**src/rtl/control_unit_seq.sv**
```systemverilog
// Registered ID/EX control decoder with condition annul, stall/flush handling
// and a sequenced multi-beat block-transfer mode.
module control_unit_seq #(
  parameter int unsigned EX_CMD_W = 4,
  parameter int unsigned CNT_W    = 4
) (
  input  logic                clk,
  input  logic                rst,
  input  logic                in_valid,
  output logic                in_ready,
  input  logic                S,
  input  logic [1:0]          mode,
  input  logic [3:0]          op_code,
  input  logic [CNT_W-1:0]    reg_count,
  input  logic                cond_pass,
  input  logic                stall,
  input  logic                flush,
  output logic                out_valid,
  output logic [EX_CMD_W-1:0] EX_command,
  output logic                mem_read,
  output logic                mem_write,
  output logic                WB_en,
  output logic                B,
  output logic                SR_update,
  output logic                has_src1,
  output logic [CNT_W-1:0]    beat_idx,
  output logic                last_beat,
  output logic                illegal
);

  typedef enum logic {IDLE, BURST} state_e;

  state_e              state_q, state_d;
  logic [CNT_W-1:0]    rem_q, rem_d;
  logic                valid_q, valid_d;
  logic [EX_CMD_W-1:0] cmd_q, cmd_d;
  logic                mr_q, mr_d, mw_q, mw_d, wb_q, wb_d;
  logic                b_q, b_d, sr_q, sr_d, hs_q, hs_d;
  logic [CNT_W-1:0]    idx_q, idx_d;
  logic                last_q, last_d, ill_q, ill_d;

  logic [EX_CMD_W-1:0] dec_cmd;
  logic                dec_mr, dec_mw, dec_wb, dec_b, dec_sr, dec_hs, dec_ill;
  logic                burst_go;

  assign in_ready = (state_q == IDLE) && !stall;

  // Instruction decode, with side effects annulled on a failed condition.
  always_comb begin
    dec_cmd = '0;
    dec_mr  = 1'b0;
    dec_mw  = 1'b0;
    dec_wb  = 1'b0;
    dec_b   = 1'b0;
    dec_sr  = 1'b0;
    dec_hs  = 1'b1;
    dec_ill = 1'b0;
    unique case (mode)
      2'b00: begin
        dec_sr = S;
        dec_wb = 1'b1;
        unique case (op_code)
          4'b1101: begin dec_cmd = EX_CMD_W'(4'b0001); dec_hs = 1'b0; end
          4'b1111: begin dec_cmd = EX_CMD_W'(4'b1001); dec_hs = 1'b0; end
          4'b0100: dec_cmd = EX_CMD_W'(4'b0010);
          4'b0101: dec_cmd = EX_CMD_W'(4'b0011);
          4'b0010: dec_cmd = EX_CMD_W'(4'b0100);
          4'b0110: dec_cmd = EX_CMD_W'(4'b0101);
          4'b0000: dec_cmd = EX_CMD_W'(4'b0110);
          4'b1100: dec_cmd = EX_CMD_W'(4'b0111);
          4'b0001: dec_cmd = EX_CMD_W'(4'b1000);
          4'b1010: begin dec_cmd = EX_CMD_W'(4'b0100); dec_wb = 1'b0; end
          4'b1000: begin dec_cmd = EX_CMD_W'(4'b0110); dec_wb = 1'b0; end
          default: begin dec_wb = 1'b0; dec_ill = 1'b1; end
        endcase
      end
      2'b10: begin
        dec_b  = 1'b1;
        dec_hs = 1'b0;
      end
      default: begin
        dec_cmd = EX_CMD_W'(4'b0010);
        dec_mr  = S;
        dec_wb  = S;
        dec_mw  = !S;
      end
    endcase
    if (!cond_pass) begin
      dec_mr  = 1'b0;
      dec_mw  = 1'b0;
      dec_wb  = 1'b0;
      dec_b   = 1'b0;
      dec_sr  = 1'b0;
      dec_ill = 1'b0;
    end
  end

  // Multi-beat sequencing only when the block transfer is actually executed.
  assign burst_go = (mode == 2'b11) && cond_pass && (reg_count != '0);

  // Next state and next output bundle: flush > stall > burst beat > accept > idle.
  always_comb begin
    state_d = state_q;
    rem_d   = rem_q;
    valid_d = valid_q;
    cmd_d   = cmd_q;
    mr_d    = mr_q;
    mw_d    = mw_q;
    wb_d    = wb_q;
    b_d     = b_q;
    sr_d    = sr_q;
    hs_d    = hs_q;
    idx_d   = idx_q;
    last_d  = last_q;
    ill_d   = ill_q;
    if (flush) begin
      state_d = IDLE;
      rem_d   = '0;
      valid_d = 1'b0;
      cmd_d   = '0;
      {mr_d, mw_d, wb_d, b_d, sr_d, hs_d, last_d, ill_d} = '0;
      idx_d   = '0;
    end else if (stall) begin
      // hold everything
    end else if (state_q == BURST) begin
      // rem_q counts beats still to issue after the one on the outputs;
      // memory controls are reused from the held bundle.
      idx_d  = idx_q + CNT_W'(1);
      rem_d  = rem_q - CNT_W'(1);
      last_d = (rem_q == CNT_W'(1));
      if (rem_q == CNT_W'(1)) state_d = IDLE;
    end else if (in_valid) begin
      valid_d = 1'b1;
      cmd_d   = dec_cmd;
      mr_d    = dec_mr;
      mw_d    = dec_mw;
      wb_d    = dec_wb;
      b_d     = dec_b;
      sr_d    = dec_sr;
      hs_d    = dec_hs;
      ill_d   = dec_ill;
      idx_d   = '0;
      last_d  = !burst_go;
      state_d = burst_go ? BURST : IDLE;
      rem_d   = burst_go ? reg_count : '0;
    end else begin
      valid_d = 1'b0;
      cmd_d   = '0;
      {mr_d, mw_d, wb_d, b_d, sr_d, hs_d, last_d, ill_d} = '0;
      idx_d   = '0;
    end
  end

  // ID/EX boundary registers.
  always_ff @(posedge clk or negedge rst) begin
    if (!rst) begin
      state_q <= IDLE;
      rem_q   <= '0;
      valid_q <= 1'b0;
      cmd_q   <= '0;
      mr_q    <= 1'b0;
      mw_q    <= 1'b0;
      wb_q    <= 1'b0;
      b_q     <= 1'b0;
      sr_q    <= 1'b0;
      hs_q    <= 1'b0;
      idx_q   <= '0;
      last_q  <= 1'b0;
      ill_q   <= 1'b0;
    end else begin
      state_q <= state_d;
      rem_q   <= rem_d;
      valid_q <= valid_d;
      cmd_q   <= cmd_d;
      mr_q    <= mr_d;
      mw_q    <= mw_d;
      wb_q    <= wb_d;
      b_q     <= b_d;
      sr_q    <= sr_d;
      hs_q    <= hs_d;
      idx_q   <= idx_d;
      last_q  <= last_d;
      ill_q   <= ill_d;
    end
  end

  assign out_valid  = valid_q;
  assign EX_command = cmd_q;
  assign mem_read   = mr_q;
  assign mem_write  = mw_q;
  assign WB_en      = wb_q;
  assign B          = b_q;
  assign SR_update  = sr_q;
  assign has_src1   = hs_q;
  assign beat_idx   = idx_q;
  assign last_beat  = last_q;
  assign illegal    = ill_q;

endmodule

```
**config.mk**
```make
export PLATFORM = sky130hd
export DESIGN_NAME = control_unit_seq
export DESIGN_NICKNAME = d
export VERILOG_FILES = /design/src/rtl/control_unit_seq.sv
export SDC_FILE = /design/constraint.sdc
export NUM_CORES = 1
export LEC_CHECK = 0
export CAP_MARGIN = 5
export CORE_MARGIN = 10
export CORE_UTILIZATION = 36
export DETAILED_ROUTE_END_ITERATION = 10
export HOLD_SLACK_MARGIN = 0.08
export PLACE_DENSITY_LB_ADDON = 0.15
export SKIP_LAST_GASP = 1
export SYNTH_ARGS = -nofsm -noshare
export SYNTH_HDL_FRONTEND = slang
export SYNTH_SLANG_ARGS = --single-unit
```
**constraint.sdc**
```tcl
create_clock -name clk -period 1.3 [get_ports clk]
set_clock_uncertainty 0.05 [all_clocks]
set_input_delay 0.26 -clock clk [delete_from_list [all_inputs] [get_ports clk]]
set_output_delay 0.26 -clock clk [all_outputs]
set_load 0.01 [all_outputs]
```
Word level (Yosys, flattened, before mapping)
Cells that the tools add are included.
- logic and storage cells: 121
- bits in registers: 22
- muxes and demuxes: 72
- equal/unequal tests: 15
- bitwise operators: 1
- add/sub/neg operators: 2
- reductions and logical operators: 18
- operators by type and width (cell ; count):
    1-bit 2-to-1 mux ; 56
    4-bit 2-to-1 mux ; 12
    4-bit case mux with 9 select lines ; 1
    4-bit == test, second input constant ; 5
    4-bit by 3-bit == test with 1-bit output, second input constant ; 3
    11-bit OR reduction ; 1
    9-bit OR reduction ; 1
    4-bit by 1-bit == test with 1-bit output, second input constant ; 2
    4-bit case mux with 2 select lines ; 1
    2-bit OR reduction ; 4
    4-bit by 1-bit adder with 4-bit output, second input constant ; 1
    2-bit == test, second input constant ; 2
    4-bit by 2-bit == test with 1-bit output, second input constant ; 1
    4-bit zero test ; 1
    1-bit case mux with 2 select lines ; 2
    2-bit AND reduction ; 2
    4-bit nonzero test ; 1
    4-bit by 1-bit subtractor with 4-bit output, second input constant ; 1
    1-bit logical AND ; 3
    1-bit zero test ; 3
    3-bit nonzero test ; 1
    2-bit zero test ; 1
    2-bit by 1-bit != test with 1-bit output, second input constant ; 1
    2-bit != test, second input constant ; 1
    1-bit inverter ; 1

Longest topological paths before layout
Gate-level depths: netlist of the first run.
- word-level depth: 9
- gate-level depth with buffers: 5
- depth with buffers taken out: 5

Worst setup path after synthesis of the first run
OpenSTA, ideal clock, no wires.
- kind: reg2reg
- start: register state_q
- end: register sr_q (netlist: SR_update)
- cell stages (with the launch flop): 6
- arrival time: 1.150 ns
- setup slack: 0.033 ns
- library setup time: 0.067 ns
- cells stage by stage: dfrtp_1 -> nand2b_1 -> nor3_2 -> and2_1 -> buf_2 -> a32o_1
- cells in the longest elaborated chain, start to end: 2
- ends and longest elaborated chain (item ; line ; RTL):
    start, declared ; 33 ; state_e state_q, state_d;
    start signal, assigned ; 171 ; state_q <= state_d;
    2-bit != test (no line) ; n/a ;
    2-bit AND reduction (no line) ; n/a ;
    end signal, assigned ; 179 ; sr_q <= sr_d;
    end, declared ; 38 ; logic b_q, b_d, sr_q, sr_d, hs_q, hs_d;
No other way between the ends.
A chain may end at the register's enable or synchronous reset.

Worst setup path after layout of the first run
Same ends and word-level chain as after synthesis.

==> impl_metrics.env, run 1 <==
export IMPL_syn_avg_cell_area_um2=9.33
export IMPL_ant_nets=0
export IMPL_synth_edf_count=0
export IMPL_nNetsFinal=222
export IMPL_seqCellArea_um2=551
export IMPL_postCtsHoldBufs=0
export IMPL_wire_per_inst_um=13.7
export IMPL_synth_xor_area_frac=0.0217
export IMPL_routed_wirelength_um=3400
export IMPL_multiInputGateArea_um2=703
export IMPL_cp_max_fo=6
export IMPL_io_pins=35
export IMPL_die_w_um=78.0
export IMPL_antenna_found_initial=0
export IMPL_vias_per_cell=4.93
export IMPL_clock_path_buffers=2
export IMPL_dr_pass1_iters=4
export IMPL_placementRows=21
export IMPL_synth_cell_type_count=34
export IMPL_max_freq_mhz=710
export IMPL_violations="negative setup slack"
export IMPL_dp_slack_ns=-0.488
export IMPL_netlist_area_um2=1210
export IMPL_clock_latency_ns=0.31
export IMPL_synth_compound_area_frac=0.226
export IMPL_dp_cells=232
export IMPL_drive_gt1_frac=0.408
export IMPL_synth_most_common_cell="dfrtp_1"
export IMPL_period_share=1.08
export IMPL_die_h_um=78.0
export IMPL_synth_fa_ha_area_frac=0.0310
export IMPL_setup_viol=16
export IMPL_clock_sinks=22
export IMPL_finalHoldViolCount=0
export IMPL_leakage_nw=0.948
export IMPL_clkTransAtPathRegs_ns=0.13
export IMPL_fin_util=0.604
export IMPL_worst_pin_slew_ns=0.254
export IMPL_dpl_hpwl_um=2600
export IMPL_cts_htree_levels=1
export IMPL_syn_to_final_growth_pct=63.6
export IMPL_power_density_nw_per_um2=793
export IMPL_nFillCells=270
export IMPL_drt_iter0_drc=41
export IMPL_yosysSeqAreaShare=0.454
export IMPL_drv_slew=0
export IMPL_synth_ff_latch_count=22
export IMPL_critPathSlowestCell="dfrtp_1"
export IMPL_worstSetupPathType="reg -> reg"
export IMPL_synth_top_cells_by_count="22 x dfrtp_1, 14 x nor2_1, 12 x nand2_1, 7 x a32o_1"
export IMPL_synthArstFlopShare=1.00
export IMPL_p_clk_frac=0.337
export IMPL_status="finished, violations left"
export IMPL_gp_congestion=0.847
export IMPL_io_buffers=34
export IMPL_cp_cell_sequence="buf_6 > nand2b_4 > nor3_4 > and2_4 > a32o_1"
export IMPL_grt_max_degree=23
export IMPL_grt_first_pass_wirelength_um=5660
export IMPL_ys_warn_count=0
export IMPL_power_mw=1.57
export IMPL_grt_remaining_overflow=0
export IMPL_synth_ff_type="dfrtp_1"
export IMPL_synth_area_leaders="dfrtp_1 45%, a32o_1 5.8%, nor2_1 4.3%, nand2_1 3.7%, ha_1 3.1%"
export IMPL_syn_inst=130
export IMPL_fin_cells=247
export IMPL_critical_path_arrival_ns=1.62
export IMPL_dieArea_um2=6090
export IMPL_cts_tree="done"
export IMPL_synth_top_area_frac=0.454
export IMPL_core_area_um2=3280
export IMPL_comb_power_share=0.212
export IMPL_rsz0062_at_grt="true"
export IMPL_cts_made_buffers=3
export IMPL_intPower_mw=1.19
export IMPL_synth_simple_gate_area_frac=0.202
export IMPL_crit_path_start_kind="flip-flop"
export IMPL_slowest_delay_ns=0.43
export IMPL_power_frac_seq=0.451
export IMPL_synthMuxAreaShare=0.0186
export IMPL_antenna_cells=0
export IMPL_switching_share=0.242
export IMPL_drv_cap=0
export IMPL_synth_top_family_by_area="compound AO/OA/AOI/OAI gates"
export IMPL_num_vias=1217
export IMPL_tns_ns=-0.937
export IMPL_rr_worst_depth=5
export IMPL_grt_util_all_layers=0.111
export IMPL_yosys_area_top_type="dfrtp_1"
export IMPL_relSlewSlack=0.830
export IMPL_power_switching_mw=0.381
export IMPL_timing_critical_path_required_ns=1.51
export IMPL_grt_pass1_vias=1255
export IMPL_initial_core_util=0.369
export IMPL_cts_root_buf="clkbuf_4"
export IMPL_setup_ws_ns=-0.109
export IMPL_holdCritPathClass="in -> async"
export IMPL_irDropWorstVdd_v=0.000569
export IMPL_drc=0
export IMPL_synth_nets=150
export IMPL_min_period_ns=1.41
export IMPL_endpoint_kind="flip-flop"
-- stage by stage --
step / area (um2) / hold WS (ns)
finish: 1980 / 0.228
floorplan: 1210 / -0.0856
global route: 1980 / 0.219
global placement: 1810 / 0.413
detailed placement: 1810 / 0.427
CTS: 1960 / 0.232
-- routing by layer --
layer / track usage / up-vias / share of wire
met5: 0 / - / 0
met4: 0.0161 / 0 / 0.0056
met3: 0.0399 / 2 / 0.046
met2: 0.206 / 19 / 0.51
met1: 0.121 / 589 / 0.44
li1: - / 607 / -
-- cell families (layout without fill, tap and decap cells) --
family          Yosys count  after routing
flops                    22             22
mux                       2              2
simple gates             49             49
fa+ha+maj                 3              3
buf+inv                  13             84
xor+xnor                  3              3
compound gates           38             38
-- sequential cells by signal, indices dropped and copies added, names as in the netlist --
name,cells
B,1
EX_command,4
SR_update,1
WB_en,1
beat_idx,4
has_src1,1
illegal,1
last_beat,1
mem_read,1
mem_write,1
out_valid,1
rem_q,4
state_q,1
-- worst max-delay path: cells and delay by family (launching register included) --
kind / cells / cell delay (ns)
buffers and inverters: 1 / 0.13
flip-flops: 1 / 0.43
AND/OR/NAND/NOR: 3 / 0.58
AO/OA/AOI/OAI: 1 / 0.18
-- path summary, 6_finish.rpt --
kind / from / end / slack [ns]
setup reg to reg: state_q$_DFFE_PN0P_ / SR_update$_DFFE_PN0P_ / -0.11
hold / removal: rst / beat_idx[0]$_DFFE_PN0P_ / 0.23
hold reg to reg: EX_command[1]$_DFFE_PN0P_ / EX_command[1]$_DFFE_PN0P_ / 0.45
setup / recovery: state_q$_DFFE_PN0P_ / SR_update$_DFFE_PN0P_ / -0.11
max in group asynchronous: rst / rem_q[0]$_DFFE_PN0P_ / 0.82
min in group clk: EX_command[1]$_DFFE_PN0P_ / EX_command[1]$_DFFE_PN0P_ / 0.45
-- cell usage in the layout, fill, tap and decap left out, types with 2 or more instances in the layout --
| cell type | count |
|---|---|
| a21o_1 | 2 |
| a21oi_1 | 4 |
| a22o_1 | 4 |
| a22oi_2 | 2 |
| a31oi_1 | 2 |
| a32o_1 | 7 |
| buf_4 | 35 |
| buf_6 | 4 |
| clkbuf_2 | 14 |
| clkbuf_4 | 3 |
| clkdlybuf4s15_1 | 2 |
| clkdlybuf4s50_1 | 15 |
| dfrtp_1 | 22 |
| ha_1 | 2 |
| inv_1 | 5 |
| mux2_4 | 2 |
| nand2_1 | 12 |
| nand2b_1 | 4 |
| nand2b_4 | 2 |
| nand3_1 | 3 |
| nor2_1 | 10 |
| nor2_2 | 3 |
| nor3_1 | 4 |
| nor3_4 | 2 |
| o21ai_0 | 4 |
| o21ai_1 | 5 |
| o21ai_2 | 3 |
| xnor2_1 | 2 |
-- power groups by stage --
stage | sequential [mW] | combinational, mW | clock (mW)
2_1_floorplan | 0.727 | 0.105 | 0
3_3_place_gp | 0.723 | 0.297 | 0
3_5_place_dp | 0.723 | 0.301 | 0
4_1_cts | 0.709 | 0.322 | 0.542
5_1_grt | 0.711 | 0.364 | 0.571
6_report | 0.709 | 0.333 | 0.531
-- what timing repair did --
item,4_1_cts,5_1_grt
setup endpoints to repair,32,37
pin swaps,15,10
gates resized for setup,53,33
buffers inserted,9,4
endpoints found under the hold margin,0,0
-- final cells by class --
cell class,instances,area share
Clock buffer,3,0.0114
Clock inverter,1,0.0151
Inverter,6,0.0114
Multi-Input combinational cell,95,0.355
Sequential cell,22,0.278
Tap cell,46,0.0290
Timing Repair Buffer,74,0.301
(Power assumes the default switching activity.)
==> inputs of run 2 (changes only) <==
--- a/config.mk
+++ b/config.mk
@@ -11,6 +11,7 @@
 export DETAILED_ROUTE_END_ITERATION = 10
 export HOLD_SLACK_MARGIN = 0.08
 export PLACE_DENSITY_LB_ADDON = 0.15
+export RECOVER_POWER = 100
 export SKIP_LAST_GASP = 1
 export SYNTH_ARGS = -nofsm -noshare
 export SYNTH_HDL_FRONTEND = slang
==> run 2 against run 1 <==
The flow still finishes with violations (negative setup slack). Register-to-register slack about the same. Clock power is essentially flat. Power down 0.61%. Global-route usage unchanged. Sequential share of layout area is 0.46 points higher. Sequential power hardly changed. Final cell count unchanged. Non-clock buffer count is the same. Largest power group unchanged.
==> impl_metrics.env, run 2 (synthesized netlist as in run 1, its figures left out) <==
export IMPL_fin_util=0.594
export IMPL_num_vias=1218
export IMPL_cp_max_fo=6
export IMPL_clock_sinks=22
export IMPL_drive_gt1_frac=0.338
export IMPL_dpl_hpwl_um=2600
export IMPL_gp_congestion=0.847
export IMPL_cp_cell_sequence="buf_6 > nand2b_4 > nor3_4 > and2_4 > a32o_1"
export IMPL_finalHoldViolCount=0
export IMPL_cts_made_buffers=3
export IMPL_critPathBufInv=1
export IMPL_setup_ws_ns=-0.109
export IMPL_io_pins=35
export IMPL_cts_tree="done"
export IMPL_drv_cap=0
export IMPL_routed_wirelength_um=3400
export IMPL_cp_top_family="simple AND/OR/NAND/NOR gates"
export IMPL_worst_pin_slew_ns=0.568
export IMPL_clock_latency_ns=0.31
export IMPL_die_w_um=78.0
export IMPL_holdCritPathClass="in -> async"
export IMPL_period_share=1.08
export IMPL_nFillCells=279
export IMPL_worstSetupPathType="reg -> reg"
export IMPL_nNetsFinal=222
export IMPL_wire_per_inst_um=13.8
export IMPL_rsz0062_at_grt="true"
export IMPL_fin_cells=247
export IMPL_clock_path_buffers=2
export IMPL_setup_viol=16
export IMPL_grt_max_degree=23
export IMPL_grt_remaining_overflow=0
export IMPL_critical_path_arrival_ns=1.62
export IMPL_status="finished, violations left"
export IMPL_power_density_nw_per_um2=801
export IMPL_die_h_um=78.0
export IMPL_io_buffers=34
export IMPL_initial_core_util=0.369
export IMPL_dieArea_um2=6090
export IMPL_clkTransAtPathRegs_ns=0.13
export IMPL_final_common_cell="buf_4"
export IMPL_grt_util_all_layers=0.111
export IMPL_dr_pass1_iters=4
export IMPL_antenna_found_initial=0
export IMPL_core_area_um2=3280
export IMPL_violations="negative setup slack"
export IMPL_drv_slew=0
export IMPL_timing_critical_path_required_ns=1.51
export IMPL_critPathSlowestCell="dfrtp_1"
export IMPL_postCtsHoldBufs=0
export IMPL_slowest_delay_ns=0.43
export IMPL_leakage_nw=0.895
export IMPL_placementRows=21
export IMPL_antenna_cells=0
export IMPL_endpoint_kind="flip-flop"
export IMPL_relSlewSlack=0.621
export IMPL_vias_per_cell=4.93
export IMPL_irDropWorstVdd_v=0.000569
export IMPL_cts_root_buf="clkbuf_4"
export IMPL_drt_iter0_drc=47
export IMPL_grt_first_pass_wirelength_um=5660
export IMPL_min_period_ns=1.41
export IMPL_grt_pass1_vias=1255
export IMPL_max_freq_mhz=710
export IMPL_crit_path_start_kind="flip-flop"
export IMPL_dp_cells=232
export IMPL_tns_ns=-0.935
export IMPL_syn_to_final_growth_pct=60.9
export IMPL_layout_common_cells="35 x buf_4, 22 x dfrtp_1, 14 x clkdlybuf4s50_1, 14 x clkbuf_1, 12 x nand2_1"
export IMPL_ant_nets=0
export IMPL_drc=0
export IMPL_cts_htree_levels=1
run 2: layout make-up:
class,count,area (um2),area share
Clock buffer,3,22.5,0.0115
Clock inverter,1,30.0,0.0154
Inverter,6,22.5,0.0115
Multi-Input combinational cell,95,703,0.360
Sequential cell,22,551,0.282
Tap cell,46,57.6,0.0295
Timing Repair Buffer,74,564,0.289
run 2: stage by stage:
stage	instance area [um2]	total power [mW]	worst slack, ns	hold WS, ns
after floorplan	1210	0.832	0.0332	-0.0856
after global placement	1810	1.02	-0.384	0.413
after detailed placement	1810	1.02	-0.488	0.427
after CTS	1960	1.57	-0.161	0.232
after global routing	1950	1.64	-0.148	0.434
final	1950	1.56	-0.109	0.408
run 2: final timing paths:
kind	from	endpoint	slack, ns	cells after the start
min reg2reg	EX_command[1]$_DFFE_PN0P_	EX_command[1]$_DFFE_PN0P_	0.45	2
max reg2reg	state_q$_DFFE_PN0P_	SR_update$_DFFE_PN0P_	-0.11	5
max in group asynchronous	rst	rem_q[0]$_DFFE_PN0P_	0.41	2
min	rst	beat_idx[0]$_DFFE_PN0P_	0.41	2
max	state_q$_DFFE_PN0P_	SR_update$_DFFE_PN0P_	-0.11	5
min in group clk	EX_command[1]$_DFFE_PN0P_	EX_command[1]$_DFFE_PN0P_	0.45	2
run 2: timing repair:
action,in CTS,in global routing
gates resized for setup,53,33
buffers inserted,9,4
pin swaps,15,10
setup endpoints to repair,32,37
run 2: routing by layer:
metal | wire (um) | vias to the layer above | track usage
met4 | 19 | 0 | 0.0161
met1 | 1500 | 589 | 0.121
met3 | 151 | 2 | 0.0399
li1 | - | 608 | -
met2 | 1730 | 19 | 0.206
met5 | 0 | - | 0
run 2: power by group:
group          switching [mW]  total, mW  internal (mW)
clock                   0.219      0.531          0.312
sequential             0.0100      0.709          0.699
combinational           0.151      0.324          0.173
==> inputs of run 3 (changes only) <==
--- a/config.mk
+++ b/config.mk
@@ -12,6 +12,7 @@
 export HOLD_SLACK_MARGIN = 0.08
 export PLACE_DENSITY_LB_ADDON = 0.15
 export RECOVER_POWER = 100
+export SETUP_SLACK_MARGIN = 0.5
 export SKIP_LAST_GASP = 1
 export SYNTH_ARGS = -nofsm -noshare
 export SYNTH_HDL_FRONTEND = slang
==> run 3 against run 2 <==
The flow still finishes with violations (negative setup slack). Critical endpoint is now B$_DFFE_PN0P_. Global-route usage up 1.3 points. Die area unchanged. Critical path depth unchanged. Non-clock buffer count down 2. Count of clock-buffer cells in the layout unchanged. Setup slack worse by 0.0045 ns. Power up 0.96%. Final cell count down 0.81%. Sequential power about the same. Wire length up 8.6%.
==> impl_metrics.env, run 3 (synthesized netlist as in run 1, its figures left out) <==
export IMPL_status="finished, violations left"
export IMPL_violations="negative setup slack"
export IMPL_die_h_um=78.0
export IMPL_cts_root_buf="clkbuf_4"
export IMPL_crit_path_start_kind="flip-flop"
export IMPL_cts_tree="done"
export IMPL_placementRows=21
export IMPL_reg2reg_slack_ns=-0.11
export IMPL_finalHoldViolCount=0
export IMPL_antenna_found_initial=0
export IMPL_setup_ws_ns=-0.113
export IMPL_power_mw=1.58
export IMPL_cp_max_fo=6
export IMPL_worstSetupPathType="reg -> reg"
export IMPL_gr_usage_met1=0.138
export IMPL_clock_path_buffers=2
export IMPL_leakage_nw=0.885
export IMPL_grt_pass1_vias=1328
export IMPL_dieArea_um2=6090
export IMPL_drt_iter0_drc=85
export IMPL_grt_max_degree=23
export IMPL_place_area_um2=1790
export IMPL_nNetsFinal=220
export IMPL_core_area_um2=3280
export IMPL_dpl_hpwl_um=2620
export IMPL_grt_busiest_layer="met2"
export IMPL_vias_per_cell=5.00
export IMPL_rsz0062_at_grt="true"
export IMPL_met2_usage=0.229
export IMPL_endpoint_kind="flip-flop"
export IMPL_rr_worst_depth=5
export IMPL_min_period_ns=1.41
export IMPL_holdCritPathClass="in -> async"
export IMPL_clock_latency_ns=0.32
export IMPL_timing_critical_path_required_ns=1.51
export IMPL_max_freq_mhz=707
export IMPL_wire_per_inst_um=15.1
export IMPL_relSlewSlack=0.623
export IMPL_routed_wirelength_um=3690
export IMPL_dp_slack_ns=-0.529
export IMPL_gr_usage_met3=0.0342
export IMPL_syn_to_final_growth_pct=61.2
export IMPL_fin_area_um2=1950
export IMPL_grt_util_all_layers=0.124
export IMPL_io_pins=35
export IMPL_dr_pass1_iters=4
export IMPL_initial_core_util=0.369
export IMPL_fin_util=0.595
export IMPL_clock_sinks=22
export IMPL_layout_common_cells="30 x buf_4, 21 x dfrtp_1, 16 x clkbuf_1, 13 x clkdlybuf4s50_1, 12 x nand2_1"
export IMPL_antenna_cells=0
export IMPL_gp_congestion=0.832
export IMPL_irDropWorstVdd_v=0.000651
export IMPL_drv_cap=0
export IMPL_dp_cells=225
export IMPL_num_vias=1226
export IMPL_tns_ns=-1.46
export IMPL_io_buffers=34
export IMPL_ant_nets=0
export IMPL_period_share=1.09
export IMPL_cts_made_buffers=3
export IMPL_power_density_nw_per_um2=808
export IMPL_final_common_cell="buf_4"
export IMPL_grt_first_pass_wirelength_um=6260
export IMPL_drive_gt1_frac=0.342
export IMPL_setup_viol=21
export IMPL_drv_slew=0
export IMPL_postCtsHoldBufs=0
export IMPL_critical_path_arrival_ns=1.62
export IMPL_timing_hold_ws_ns=0.397
export IMPL_fin_cells=245
export IMPL_die_w_um=78.0
export IMPL_clkTransAtPathRegs_ns=0.13
export IMPL_grt_remaining_overflow=0
export IMPL_worst_pin_slew_ns=0.566
export IMPL_drc=0
export IMPL_cts_htree_levels=1
## run 3: final timing paths
check,endpoint,from
min reg2reg,out_valid$_DFFE_PN0P_,out_valid$_DFFE_PN0P_
max,B$_DFFE_PN0P_,state_q$_DFFE_PN0P_
min in group clk,out_valid$_DFFE_PN0P_,out_valid$_DFFE_PN0P_
min,beat_idx[2]$_DFFE_PN0P_,rst
max in group asynchronous,state_q$_DFFE_PN0P_,rst
max reg2reg,B$_DFFE_PN0P_,state_q$_DFFE_PN0P_
## run 3: what timing repair did
action,in CTS,in global routing
hold endpoints to repair,0,0
cloned,0,0
gates resized for setup,104,12
pin swaps,15,9
endpoints found under the setup margin,40,40
buffers inserted,12,4
## run 3: where the power goes
part / total [mW] / internal, mW / switching (mW)
clock: 0.537 / 0.312 / 0.225
sequential: 0.710 / 0.699 / 0.0109
combinational: 0.331 / 0.172 / 0.159
total: 1.58 / 1.18 / 0.395
## run 3: worst max-delay path, stage by stage, from the launching register on
cell      delay [ns]
dfrtp_2         0.47
buf_6           0.13
nand2b_4        0.14
nor3_4          0.19
and2_4          0.22
a32o_1          0.16
## run 3: cell type report
| cell class | count | area [um2] |
|---|---|---|
| clock buffer | 3 | 22.5 |
| clock inverter | 1 | 30.0 |
| fill | 295 | 1330 |
| inverter | 6 | 22.5 |
| multi-input combinational | 95 | 718 |
| sequential | 22 | 552 |
| tap | 46 | 57.6 |
| timing repair buffer | 72 | 552 |
## run 3: metal layers
metal  vias to the layer above  wire [um]
li1                        607          -
met1                       594       1500
met2                        23       2040
met3                         2        127
met4                         0         27
met5                         -          0
